<file path="src/rtl/node_seq_if.sv">
// Valid/ready operand and result bundle for the time-multiplexed neuron node.
// master drives operands and consumes results; slave is the node itself.
interface node_seq_if #(
   parameter int N_INPUTS    = 16,
   parameter int INPUT_BITS  = 6,
   parameter int WEIGHT_BITS = 6,
   parameter int SUM_BITS    = 16,
   parameter int OUTPUT_BITS = 1
);
   logic                            in_valid;
   logic                            in_ready;
   logic [N_INPUTS*INPUT_BITS-1:0]  inputs_t;
   logic [N_INPUTS*WEIGHT_BITS-1:0] weights_t;
   logic [WEIGHT_BITS-1:0]          bias_t;
   logic                            out_valid;
   logic                            out_ready;
   logic [OUTPUT_BITS-1:0]          outputs_t;
   logic [SUM_BITS-1:0]             sum_out;

   modport master (
      output in_valid, inputs_t, weights_t, bias_t, out_ready,
      input  in_ready, out_valid, outputs_t, sum_out
   );

   modport slave (
      input  in_valid, inputs_t, weights_t, bias_t, out_ready,
      output in_ready, out_valid, outputs_t, sum_out
   );
endinterface

</file>
<file path="src/rtl/node_seq.sv">
// Time-multiplexed neuron: act(bias + sum inputs*weights) using LANES multipliers
// per beat, N_INPUTS/LANES beats per sample, valid/ready on both sides.
//
// state | meaning
// IDLE  | waiting for an operand vector, in_ready=1
// ACC   | accumulating LANES products per clock
// DONE  | result held until out_ready
module node_seq #(
   parameter int N_INPUTS    = 16,
   parameter int LANES       = 4,
   parameter int WEIGHT_BITS = 6,
   parameter int INPUT_BITS  = 6,
   parameter int SUM_BITS    = 16,
   parameter int OUTPUT_BITS = 1,
   parameter int OUT_SHIFT   = 0
) (
   input logic         clk,
   input logic         reset,
   node_seq_if.slave   bus
);
   localparam int N_BEATS = N_INPUTS / LANES;
   localparam int BEAT_W  = (N_BEATS > 1) ? $clog2(N_BEATS) : 1;
   localparam int PROD_W  = INPUT_BITS + WEIGHT_BITS;
   localparam logic signed [SUM_BITS-1:0] SAT_MAX = SUM_BITS'((2 ** (OUTPUT_BITS - 1)) - 1);
   localparam logic signed [SUM_BITS-1:0] SAT_MIN = SUM_BITS'(-(2 ** (OUTPUT_BITS - 1)));
   localparam logic [BEAT_W-1:0] LAST_BEAT = BEAT_W'(N_BEATS - 1);

   typedef enum logic [1:0] {IDLE, ACC, DONE} state_t;

   state_t                          state, state_next;
   logic                            load, acc_en;
   logic [BEAT_W-1:0]               beat;
   logic signed [SUM_BITS-1:0]      acc, acc_next, lane_sum;
   logic [N_INPUTS*INPUT_BITS-1:0]  in_reg;
   logic [N_INPUTS*WEIGHT_BITS-1:0] w_reg;
   logic signed [PROD_W-1:0]        prod;
   logic                            out_valid;
   logic [OUTPUT_BITS-1:0]          outputs;
   logic [SUM_BITS-1:0]             sum_reg;

   function automatic logic [OUTPUT_BITS-1:0] act(input logic signed [SUM_BITS-1:0] s);
      logic signed [SUM_BITS-1:0] v;
      v = s >>> OUT_SHIFT;
      if (OUTPUT_BITS == 1)
         act = OUTPUT_BITS'(!s[SUM_BITS-1]);
      else if (v > SAT_MAX)
         act = SAT_MAX[OUTPUT_BITS-1:0];
      else if (v < SAT_MIN)
         act = SAT_MIN[OUTPUT_BITS-1:0];
      else
         act = v[OUTPUT_BITS-1:0];
   endfunction

   always_ff @(posedge clk or posedge reset) begin
      if (reset) state <= IDLE;
      else       state <= state_next;
   end

   always_comb begin
      state_next = state;
      load       = 1'b0;
      acc_en     = 1'b0;
      case (state)
         IDLE: if (bus.in_valid) begin
            load       = 1'b1;
            state_next = ACC;
         end
         ACC: begin
            acc_en = 1'b1;
            if (beat == LAST_BEAT) state_next = DONE;
         end
         DONE: if (bus.out_ready) state_next = IDLE;
         default: state_next = IDLE;
      endcase
   end

   // Products are formed at full width, then sign-extended into the wrapping accumulator.
   always_comb begin
      lane_sum = '0;
      prod     = '0;
      for (int l = 0; l < LANES; l++) begin
         prod = PROD_W'($signed(in_reg[(int'(beat) * LANES + l) * INPUT_BITS +: INPUT_BITS]))
              * PROD_W'($signed(w_reg[(int'(beat) * LANES + l) * WEIGHT_BITS +: WEIGHT_BITS]));
         lane_sum = lane_sum + SUM_BITS'(prod);
      end
      acc_next = acc + lane_sum;
   end

   always_ff @(posedge clk or posedge reset) begin
      if (reset) begin
         in_reg    <= '0;
         w_reg     <= '0;
         acc       <= '0;
         beat      <= '0;
         out_valid <= 1'b0;
         outputs   <= '0;
         sum_reg   <= '0;
      end else begin
         if (load) begin
            in_reg <= bus.inputs_t;
            w_reg  <= bus.weights_t;
            acc    <= SUM_BITS'($signed(bus.bias_t));
            beat   <= '0;
         end
         if (acc_en) begin
            acc  <= acc_next;
            beat <= beat + 1'b1;
            if (beat == LAST_BEAT) begin
               sum_reg   <= acc_next;
               outputs   <= act(acc_next);
               out_valid <= 1'b1;
               beat      <= '0;
            end
         end
         if (state == DONE && bus.out_ready) out_valid <= 1'b0;
      end
   end

   assign bus.in_ready  = (state == IDLE) && !reset;
   assign bus.out_valid = out_valid;
   assign bus.outputs_t = outputs;
   assign bus.sum_out   = sum_reg;
endmodule

</file>
<file path="src/flat_wrapper.sv">
// flat-port wrapper written by rule: the top's interface ports become plain ports
module node_seq_flat 
#(
   parameter int N_INPUTS    = 16,
   parameter int LANES       = 4,
   parameter int WEIGHT_BITS = 6,
   parameter int INPUT_BITS  = 6,
   parameter int SUM_BITS    = 16,
   parameter int OUTPUT_BITS = 1,
   parameter int OUT_SHIFT   = 0
)
  (clk, reset, bus_in_valid, bus_inputs_t, bus_weights_t, bus_bias_t, bus_out_ready, bus_in_ready, bus_out_valid, bus_outputs_t, bus_sum_out);
  node_seq_if #(.N_INPUTS(N_INPUTS), .INPUT_BITS(INPUT_BITS), .WEIGHT_BITS(WEIGHT_BITS), .SUM_BITS(SUM_BITS), .OUTPUT_BITS(OUTPUT_BITS)) bus_i ();
  input logic clk;
  input logic reset;
  input wire logic [$bits(bus_i.in_valid)-1:0] bus_in_valid;
  input wire logic [$bits(bus_i.inputs_t)-1:0] bus_inputs_t;
  input wire logic [$bits(bus_i.weights_t)-1:0] bus_weights_t;
  input wire logic [$bits(bus_i.bias_t)-1:0] bus_bias_t;
  input wire logic [$bits(bus_i.out_ready)-1:0] bus_out_ready;
  output wire logic [$bits(bus_i.in_ready)-1:0] bus_in_ready;
  output wire logic [$bits(bus_i.out_valid)-1:0] bus_out_valid;
  output wire logic [$bits(bus_i.outputs_t)-1:0] bus_outputs_t;
  output wire logic [$bits(bus_i.sum_out)-1:0] bus_sum_out;
  assign bus_i.in_valid = bus_in_valid;
  assign bus_i.inputs_t = bus_inputs_t;
  assign bus_i.weights_t = bus_weights_t;
  assign bus_i.bias_t = bus_bias_t;
  assign bus_i.out_ready = bus_out_ready;
  assign bus_in_ready = bus_i.in_ready;
  assign bus_out_valid = bus_i.out_valid;
  assign bus_outputs_t = bus_i.outputs_t;
  assign bus_sum_out = bus_i.sum_out;
  node_seq #(.N_INPUTS(N_INPUTS), .LANES(LANES), .WEIGHT_BITS(WEIGHT_BITS), .INPUT_BITS(INPUT_BITS), .SUM_BITS(SUM_BITS), .OUTPUT_BITS(OUTPUT_BITS), .OUT_SHIFT(OUT_SHIFT)) u_core (.clk(clk), .reset(reset), .bus(bus_i));
endmodule
</file>
<file path="config.mk">
export PLATFORM = sky130hd
export DESIGN_NAME = node_seq_flat
export DESIGN_NICKNAME = d
export VERILOG_FILES = /design/src/rtl/node_seq_if.sv /design/src/rtl/node_seq.sv /design/src/flat_wrapper.sv
export SDC_FILE = /design/constraint.sdc
export NUM_CORES = 1
export LEC_CHECK = 0
export ABC_CLOCK_PERIOD_IN_PS = 16800
export CAP_MARGIN = 20
export CORE_MARGIN = 10
export CORE_UTILIZATION = 64
export CTS_BUF_LIST = sky130_fd_sc_hd__clkbuf_4 sky130_fd_sc_hd__clkbuf_8
export DETAILED_ROUTE_END_ITERATION = 10
export GPL_TIMING_DRIVEN = 0
export PLACE_DENSITY = 0.94
export SLEW_MARGIN = 5
export SYNTH_ARGS = -nofsm -noshare
export SYNTH_HDL_FRONTEND = slang
export SYNTH_SLANG_ARGS = --single-unit
</file>
<file path="constraint.sdc">
create_clock -name clk -period 16.8 [get_ports clk]
set_input_delay 1.68 -clock clk [delete_from_list [all_inputs] [get_ports clk]]
set_output_delay 1.68 -clock clk [all_outputs]
set_load 0.01 [all_outputs]
</file>
; Word level (Yosys, flattened, before mapping)
; Index checks and enable logic that the tools add are counted.
[totals]
output_inout_bits = 19
reg_bits = 230
inputBits = 202
word_cells = 64
[classes]
n_mux = 15
n_shift = 8
n_eq_ne = 6
n_mul = 8
add_sub_neg = 8
reduce_logical = 11
[ops]
columns = cell, n
row1 = $shiftx 96x32->6, 6
row2 = $shiftx 96x8->6, 2
row3 = $mul 32x3->31 const B, 3
row4 = $mul 6x6->12, 4
row5 = $mux 16, 2
row6 = $add 16x12->16, 1
row7 = $add 16x16->16, 1
row8 = $add 13x12->14, 1
row9 = $add 12x12->13, 1
row10 = $mux 2, 6
row11 = $add 4x2->5 const B, 2
row12 = $mux 1, 6
row13 = $pmux 2 s3, 1
row14 = $reduce_bool 2->1, 3
row15 = $add 4x1->5 const B, 1
row16 = $eq 2x2->1 const B, 2
row17 = $mul 2x2->4 const B, 1
row18 = $ne 2x2->1 const B, 2
row19 = $reduce_and 2->1, 2
row20 = $reduce_and 3->1, 1
row21 = $add 2x1->2 const B, 1
row22 = $eq 2x1->1 const B, 1
row23 = $logic_and 1x1->1, 2
row24 = $logic_not 1->1, 2
row25 = 2 further kinds, 2

; Depth between registers and ports, before layout
; Gate-level depths: netlist of the first run.
[depth]
ltp_word = 9
mapped_depth = 47
mapped_depth_nobuf = 41

; Least setup slack after synthesis of the first run
; OpenSTA, ideal clock, no wires.
[synth_path]
kind = flip-flop to flip-flop
startpoint = register u_core.beat[0]
endpoint = register u_core.outputs, in the netlist u_core.bus.outputs_t
path_slack_ps = 5718
path_stages_with_launch = 44
n_path_buf = 6
setup_time_ps = 125
period_less_slack_ps = 11082
t_required_ps = 16675
t_arrival_ps = 10957
path_cell_list = dfrtp_1 > buf_6 > buf_6 > buf_4 > buf_2 > inv_1 > ha_1 > buf_4 > buf_4 > mux2i_1 > nor2_1 > a31oi_1 > nor2_1 > a22oi_1 > nor2_1 > fa_1 > fa_1 > fa_1 > [... 8 more ...] > o21ai_0 > a21o_1 > a21oi_1 > xnor2_1 > ha_1 > fa_1 > inv_1 > fa_1 > fa_1 > inv_1 > ha_1 > a21oi_1 > nor2_1 > a211oi_1 > o31ai_2 > xnor2_2 > xnor2_1 > mux2_2
[synth_via]
elab_chain_cells = 9
word_cells_on_any_way = 26
classes_between = 7 x add/sub / 8 x mul / 1 x eq/ne / 8 x shift / 2 x reduce/logical
[synth_rtl]
columns = element, line_no
row1 = start: declaration, node_seq.sv:32  ; logic [BEAT_W-1:0] beat;
row2 = start signal: assignment, node_seq.sv:107  ; beat <= beat + 1'b1;
row3 = $add 4x1->5, "node_seq.sv:82, node_seq.sv:83"
row4 = $mul 32x3->31, "node_seq.sv:82, node_seq.sv:83"
row5 = $shiftx 96x32->6 (on tied branches), "node_seq.sv:82, node_seq.sv:83"
row6 = $mul 6x6->12, node_seq.sv:83  ; * PROD_W'($signed(w_reg[(int'(beat) * LANES + l) * WEIGHT_BITS +: WEIGHT_BITS]));
row7 = $add 12x12->13, node_seq.sv:84  ; lane_sum = lane_sum + SUM_BITS'(prod);
row8 = $add 13x12->14, node_seq.sv:84
row9 = $add 16x12->16, node_seq.sv:84
row10 = $add 16x16->16, node_seq.sv:86  ; acc_next = acc + lane_sum;
row11 = $logic_not 1->1, node_seq.sv:45  ; act = OUTPUT_BITS'(!s[SUM_BITS-1]);
row12 = end signal: assignment, node_seq.sv:110  ; outputs <= act(acc_next);
row13 = end: declaration, node_seq.sv:38  ; logic [OUTPUT_BITS-1:0] outputs;
; Parallel ways exist; a longest one is shown, timed or not.
; A chain may end at the register's enable or synchronous reset.

; Final worst setup path of the first run
[layout_path]
startpoint = register u_core.beat[0]
endpoint = register u_core.sum_reg[15], in the netlist u_core.bus.sum_out[15]
[layout_via]
elab_chain_cells = 8
word_cells_on_any_way = 25
classes_between = 7 x add/sub / 8 x mul / 1 x eq/ne / 8 x shift / 1 x reduce/logical
[layout_rtl]
columns = element, line_no
row1 = $add 4x1->5, "node_seq.sv:82, node_seq.sv:83"
row2 = $mul 32x3->31, "node_seq.sv:82, node_seq.sv:83"
row3 = $shiftx 96x32->6 (on tied branches), "node_seq.sv:82, node_seq.sv:83"
row4 = $mul 6x6->12, node_seq.sv:83
row5 = $add 12x12->13, node_seq.sv:84
row6 = $add 13x12->14, node_seq.sv:84
row7 = $add 16x12->16, node_seq.sv:84
row8 = $add 16x16->16, node_seq.sv:86
row9 = end signal: assignment, node_seq.sv:109  ; sum_reg <= acc_next;
row10 = end: declaration, node_seq.sv:39  ; logic [SUM_BITS-1:0] sum_reg;
; Parallel ways exist; a longest one is shown, timed or not.

==> qor.yml, run 1 <==
yosysUniqueCellTypes: 53
hold_viol_final: 0
setup_tns_ns: 0
max_freq_mhz: 76.6
root_buffer: "clkbuf_8"
portBuffers: 220
grt_use_total_pct: 33.4
cts.sinks: 230
maxSlewViolCount: 0
clkTransAtPathRegs_ns: 0.06
crit_slowest_cell: "a22oi_1"
rsz0062_at_grt: "no"
antenna_found_initial: 0
slew_headroom_pct: 24.9
synth.ff_latch_count: 230
die_y_um: 193
worst_pin_slew_ns: 1.13
hpwl_mm: 48.9
setup_viol: 0
syn_avg_cell_area_um2: 9.52
syn_nets: 2485
cp_data_required_time_ns: 17.19
cts_setup_buffers: 0
clock_skew_ns: 0.0316
setup_slack_ns: 3.74
core-area_um2: 29500
final-seq-area_um2: 5760
wl_per_cell_um: 22.8
synth_area_um2: 19100
grt_pass1_vias: 17368
drive_gt1_share_pct: 9.83
startpoint_type: "flip-flop"
ioPinCount: 221
die_x_um: 193
cp_data_arrival_time_ns: 13.45
ant_nets: 0
netlist.area_leader.share_pct: 30.2
drc: 0
synth_area_leader_cell: "dfrtp_1"
synthTopCellsByArea: "dfrtp_1 (30%), fa_1 (19%), nand2_1 (13%), mux4_2 (9.7%), ha_1 (6.6%)"
rows: 63
drtIter0Drc: 1961
viasPerCell: 6.09
min_path_type: "flip-flop to flip-flop"
synth_edf_count: 0
clk_path_buf_depth: 3
slowest_delay_ns: 0.80
initial_utilization_pct: 64.7
crit_family: "adder cells"
area.growth.synth_to_final_pct: 18.9
antenna_cells: 0
dieArea_um2: 37100
ctsHtreeMaxLevel: 2
fin_nets: 2745
most-common-layout-cells: "nand2_1 (647), inv_1 (280), dfrtp_1 (230)"
post-route-min-period_ns: 13.06
pre_cts_ws_ns: 4.03
async_flop_share_pct: 100
path_depth: 43
grt_pass1_wl_mm: 95.5
multi_input_area_um2: 11800
min_period_over_period_pct: 77.7
first_pass_iters: 9
postCtsHoldBufs: 0
routed-via-count: 16327
reg2reg_slack_ns: 3.74
maxCapViolCount: 0
ys_seq_area_share_pct: 30.2
crit_path_frequent_cell: "fa_1"
gp_congestion: 1.01
crit_buf_inv: 12
fill_cells: 1811
critPathKind: "flip-flop to flip-flop"
cts-resized-gates: 0
worstSetupEndpointType: "flip-flop"
grt_overflow: 0
r2r_cells: 43
status: "completed"
path_max_fanout: 10
fin_hold_ws_ns: 0.479
numCtsBuffers: 37
yosys_warnings: 0
synth_top_flop_cell: "dfrtp_1"
clkLatencyLatePin_ns: 0.55
drt_wl_total_mm: 61.1
hold_depth: 2
layout_commonest_cell: "nand2_1"
grt_max_degree: 125
syn_inst: 2002
tritoncts: "done"
cell usage after synthesis, drive strengths merged (23+ instances only):
master,n
dfrtp,230
ha,101
mux2i,30
nor2,87
a21oi,38
fa,180
mux2,25
and2,23
nand2,647
clkbuf,54
xnor2,28
o21ai,29
inv,281
buf,34
mux4,82
area by class of cell:
type	instances	area share, %
clock buffer	52	2.99
multi-input combinational	1403	52.0
inverter	281	4.69
clock inverter	15	0.867
sequential	230	25.4
timing repair buffer	221	9.84
tap	390	2.15
buffer	88	2.03
stage by stage:
stage                     area, um2  instances  util, %
after floorplan               19100       2002        -
after global placement        21800       2612     73.8
after detailed placement      21800       2613     73.9
after CTS                     22700       2680     76.9
after global routing          22700       2680     76.9
final                         22700       2680     76.9
worst paths after layout:
| check | endpoint | from |
|---|---|---|
| min in group asynchronous | u_core.bus.sum_out[4] | reset |
| setup / recovery | u_core.bus.sum_out[15] | u_core.beat[0] |
| max in group asynchronous | u_core.w_reg[8] | reset |
| hold reg to reg | u_core.in_reg[45] | u_core.in_reg[45] |
| hold / removal | u_core.in_reg[45] | u_core.in_reg[45] |
| setup reg to reg | u_core.bus.sum_out[15] | u_core.beat[0] |
worst reg2reg max path: cells and delay by family, from the launching register on:
| kind | cells | cell delay [ns] |
|---|---|---|
| AOI/OAI and AO/OA | 12 | 2.88 |
| adders and majority gates | 14 | 6.20 |
| DFF | 1 | 0.47 |
| and+or+nand+nor | 2 | 0.31 |
| buffers and inverters | 12 | 2.41 |
| xor gates and xnor gates | 3 | 0.64 |
routing by layer:
layer	vias to the layer above	GRT usage [%]	wire [um]
met5	-	0	0
li1	6858	-	-
met4	0	16.4	3380
met3	277	8.20	6450
met1	8027	39.9	21400
met2	1165	55.8	30000
kinds of logic after synthesis:
group	synth area share [%]
XOR/XNOR	1.73
AND/OR/NAND/NOR	16.8
multiplexers	12.7
buffers and inverters	7.95
AO/OA/AOI/OAI	5.05
flip-flops	30.2
adder cells (fa/ha/maj)	25.5
Power of run 1 is left out: the tool's default activity adds up to more than one toggle a clock period on the data nets, which glitch-free logic cannot reach.
==> run 2: changes to the inputs <==
Settings changed: ABC_CLOCK_PERIOD_IN_PS 16800 to 11700, CORE_UTILIZATION 64 to 53, PLACE_DENSITY 0.94 to 0.83.
Clock period 16.8 ns to 11.7 ns, I/O delays scaled along.
==> run 2 against run 1 <==
Against the previous run: non-clock buffer count up 24; global-route usage decreased by 6.3 points; utilization down 11 points; sequential share of layout area fell by 0.70 points; register-to-register slack got worse by 3.5 ns; critical endpoint is now u_core.bus.outputs_t; count of clock-buffer cells in the layout up 5; largest cell class unchanged; first-iteration DRC count down 22%; routed wire length is 2.2% lower.
==> qor.yml, run 2 (synthesis results as in run 1) <==
setup_viol: 0  # unchanged
clock_skew_ns: 0.0366  # +0.00491 ns
area.growth.synth_to_final_pct: 22.3
portBuffers: 220  # unchanged
cp_data_arrival_time_ns: 11.89  # -1.56 ns
worst_pin_slew_ns: 0.955  # -0.172 ns
clk_path_buf_depth: 3  # unchanged
fill_cells: 2733  # +51%
postCtsHoldBufs: 0  # unchanged
maxSlewViolCount: 0  # unchanged
layout_commonest_cell: "nand2_1"
dpl.cell_count: 2686  # +2.8%
min_period_over_period_pct: 97.8  # +20 points
ioPinCount: 221  # unchanged
crit_slowest_cell: "fa_1"
core-area_um2: 35600  # +21%
critPathKind: "flip-flop to flip-flop"
slew_headroom_pct: 36.1  # +11 points
hpwl_mm: 49.0  # about the same
cp_data_required_time_ns: 12.15  # -5.04 ns
post-route-min-period_ns: 11.44  # -1.61 ns
crit_path_frequent_cell: "fa_1"
grt_use_total_pct: 27.1  # -6.3 points
slowest_delay_ns: 0.58  # -0.22 ns
wl_met1_mm: 22.9  # +7.4%
route.met3.wl_mm: 5.43  # -16%
top_layer: "met4"
clkLatencyLatePin_ns: 0.57  # +0.02 ns
grt_max_degree: 112  # -10%
die_x_um: 210  # +8.9%
fin_nets: 2771  # +0.95%
die_y_um: 210  # +8.9%
viasPerCell: 5.61  # -8.0%
rows: 69  # +9.5%
status: "completed"
first_pass_iters: 6  # -3
ant_nets: 0  # unchanged
drive_gt1_share_pct: 12.8  # +3.0 points
max_freq_mhz: 87.4  # +14%
most-common-layout-cells: "nand2_1 (645), inv_1 (277), dfrtp_1 (229)"
worstSetupEndpointType: "flip-flop"
gp_congestion: 1.04  # +2.3%
startpoint_type: "flip-flop"
dr_wl_met2_mm: 28.6  # -4.5%
min_path_type: "flip-flop to flip-flop"
tritoncts: "done"
initial_utilization_pct: 53.6  # -11 points
maxCapViolCount: 0  # unchanged
wl_per_cell_um: 21.5  # -5.6%
cts.sinks: 230  # unchanged
grt_pass1_vias: 16639  # -4.2%
clkTransAtPathRegs_ns: 0.07  # about the same
fin_hold_ws_ns: 0.479  # -0.000494 ns
ctsHtreeMaxLevel: 2  # unchanged
dieArea_um2: 44000  # +19%
drt_wl_total_mm: 59.8  # -2.2%
drc: 0  # unchanged
routed-via-count: 15569  # -4.6%
final_cells: 2777  # +3.6%
final-seq-area_um2: 5760  # about the same
drtIter0Drc: 1536  # -22%
path_max_fanout: 10  # unchanged
multi_input_area_um2: 12100  # +2.2%
root_buffer: "clkbuf_8"
antenna_found_initial: 1  # +1
grt_overflow: 0  # unchanged
numCtsBuffers: 39  # +5.4%
grt_pass1_wl_mm: 93.1  # -2.5%
hold_viol_final: 0  # unchanged
run 2: area by class of cell:
| cell class | instances | share of cell area (%) |
|---|---|---|
| inverters | 281 | 4.59 |
| well taps | 461 | 2.47 |
| multi-input cells | 1403 | 51.7 |
| plain buffers | 87 | 2.49 |
| clock inverters | 11 | 0.370 |
| flip-flops and latches | 230 | 24.7 |
| repair buffers | 246 | 10.5 |
| diodes | 1 | 0.0107 |
| clock buffers | 57 | 3.10 |
run 2: routing by layer:
| layer | GRT usage [%] | vias to the layer above |
|---|---|---|
| met5 | 0 | - |
| met4 | 12.1 | 0 |
| met3 | 6.65 | 196 |
| met2 | 44.3 | 819 |
| met1 | 33.4 | 7636 |
| li1 | - | 6918 |
run 2: critical path: cells and delay by family (launching register included):
| family | cells | cell delay (ns) |
|---|---|---|
| multiplexers | 3 | 0.83 |
| XOR/XNOR | 3 | 0.47 |
| adder cells (fa/ha/maj) | 14 | 6.14 |
| buffers and inverters | 16 | 1.81 |
| flip-flops | 1 | 0.43 |
| AO/OA/AOI/OAI | 5 | 0.78 |
| AND/OR/NAND/NOR | 5 | 0.84 |
run 2: what timing repair did:
item,in CTS,in global routing
gates cloned,0,0
setup buffers,12,11
hold endpoints to repair,0,0
resized for setup,48,42
endpoints found under the setup margin,17,5
pin swaps,5,8
run 2: through the flow:
| step | TNS [ns] | setup slack [ns] | utilization [%] | instance area [um2] |
|---|---|---|---|---|
| finish | 0 | 0.256 | 65.5 | 23300 |
| global route | -0.0221 | -0.0221 | 65.5 | 23300 |
| CTS | 0 | 0.0121 | 64.7 | 23000 |
| detailed placement | -8.22 | -1.15 | 61.6 | 21900 |
| global placement | -4.81 | -0.954 | 61.4 | 21800 |
| floorplan | 0 | 0.618 | - | 19100 |
run 2: final timing paths:
path / start / endpoint / slack (ns) / cells past startpoint
setup / recovery: u_core.beat[0] / u_core.bus.outputs_t / 0.26 / 46
hold reg to reg: u_core.in_reg[92] / u_core.in_reg[92] / 0.48 / 2
min in group asynchronous: reset / u_core.bus.sum_out[15] / 0.94 / 2
setup reg to reg: u_core.beat[0] / u_core.bus.outputs_t / 0.26 / 46
hold / removal: u_core.in_reg[92] / u_core.in_reg[92] / 0.48 / 2
max in group asynchronous: reset / u_core.w_reg[44] / 9.47 / 4
Power of run 2 is left out for the same reason.
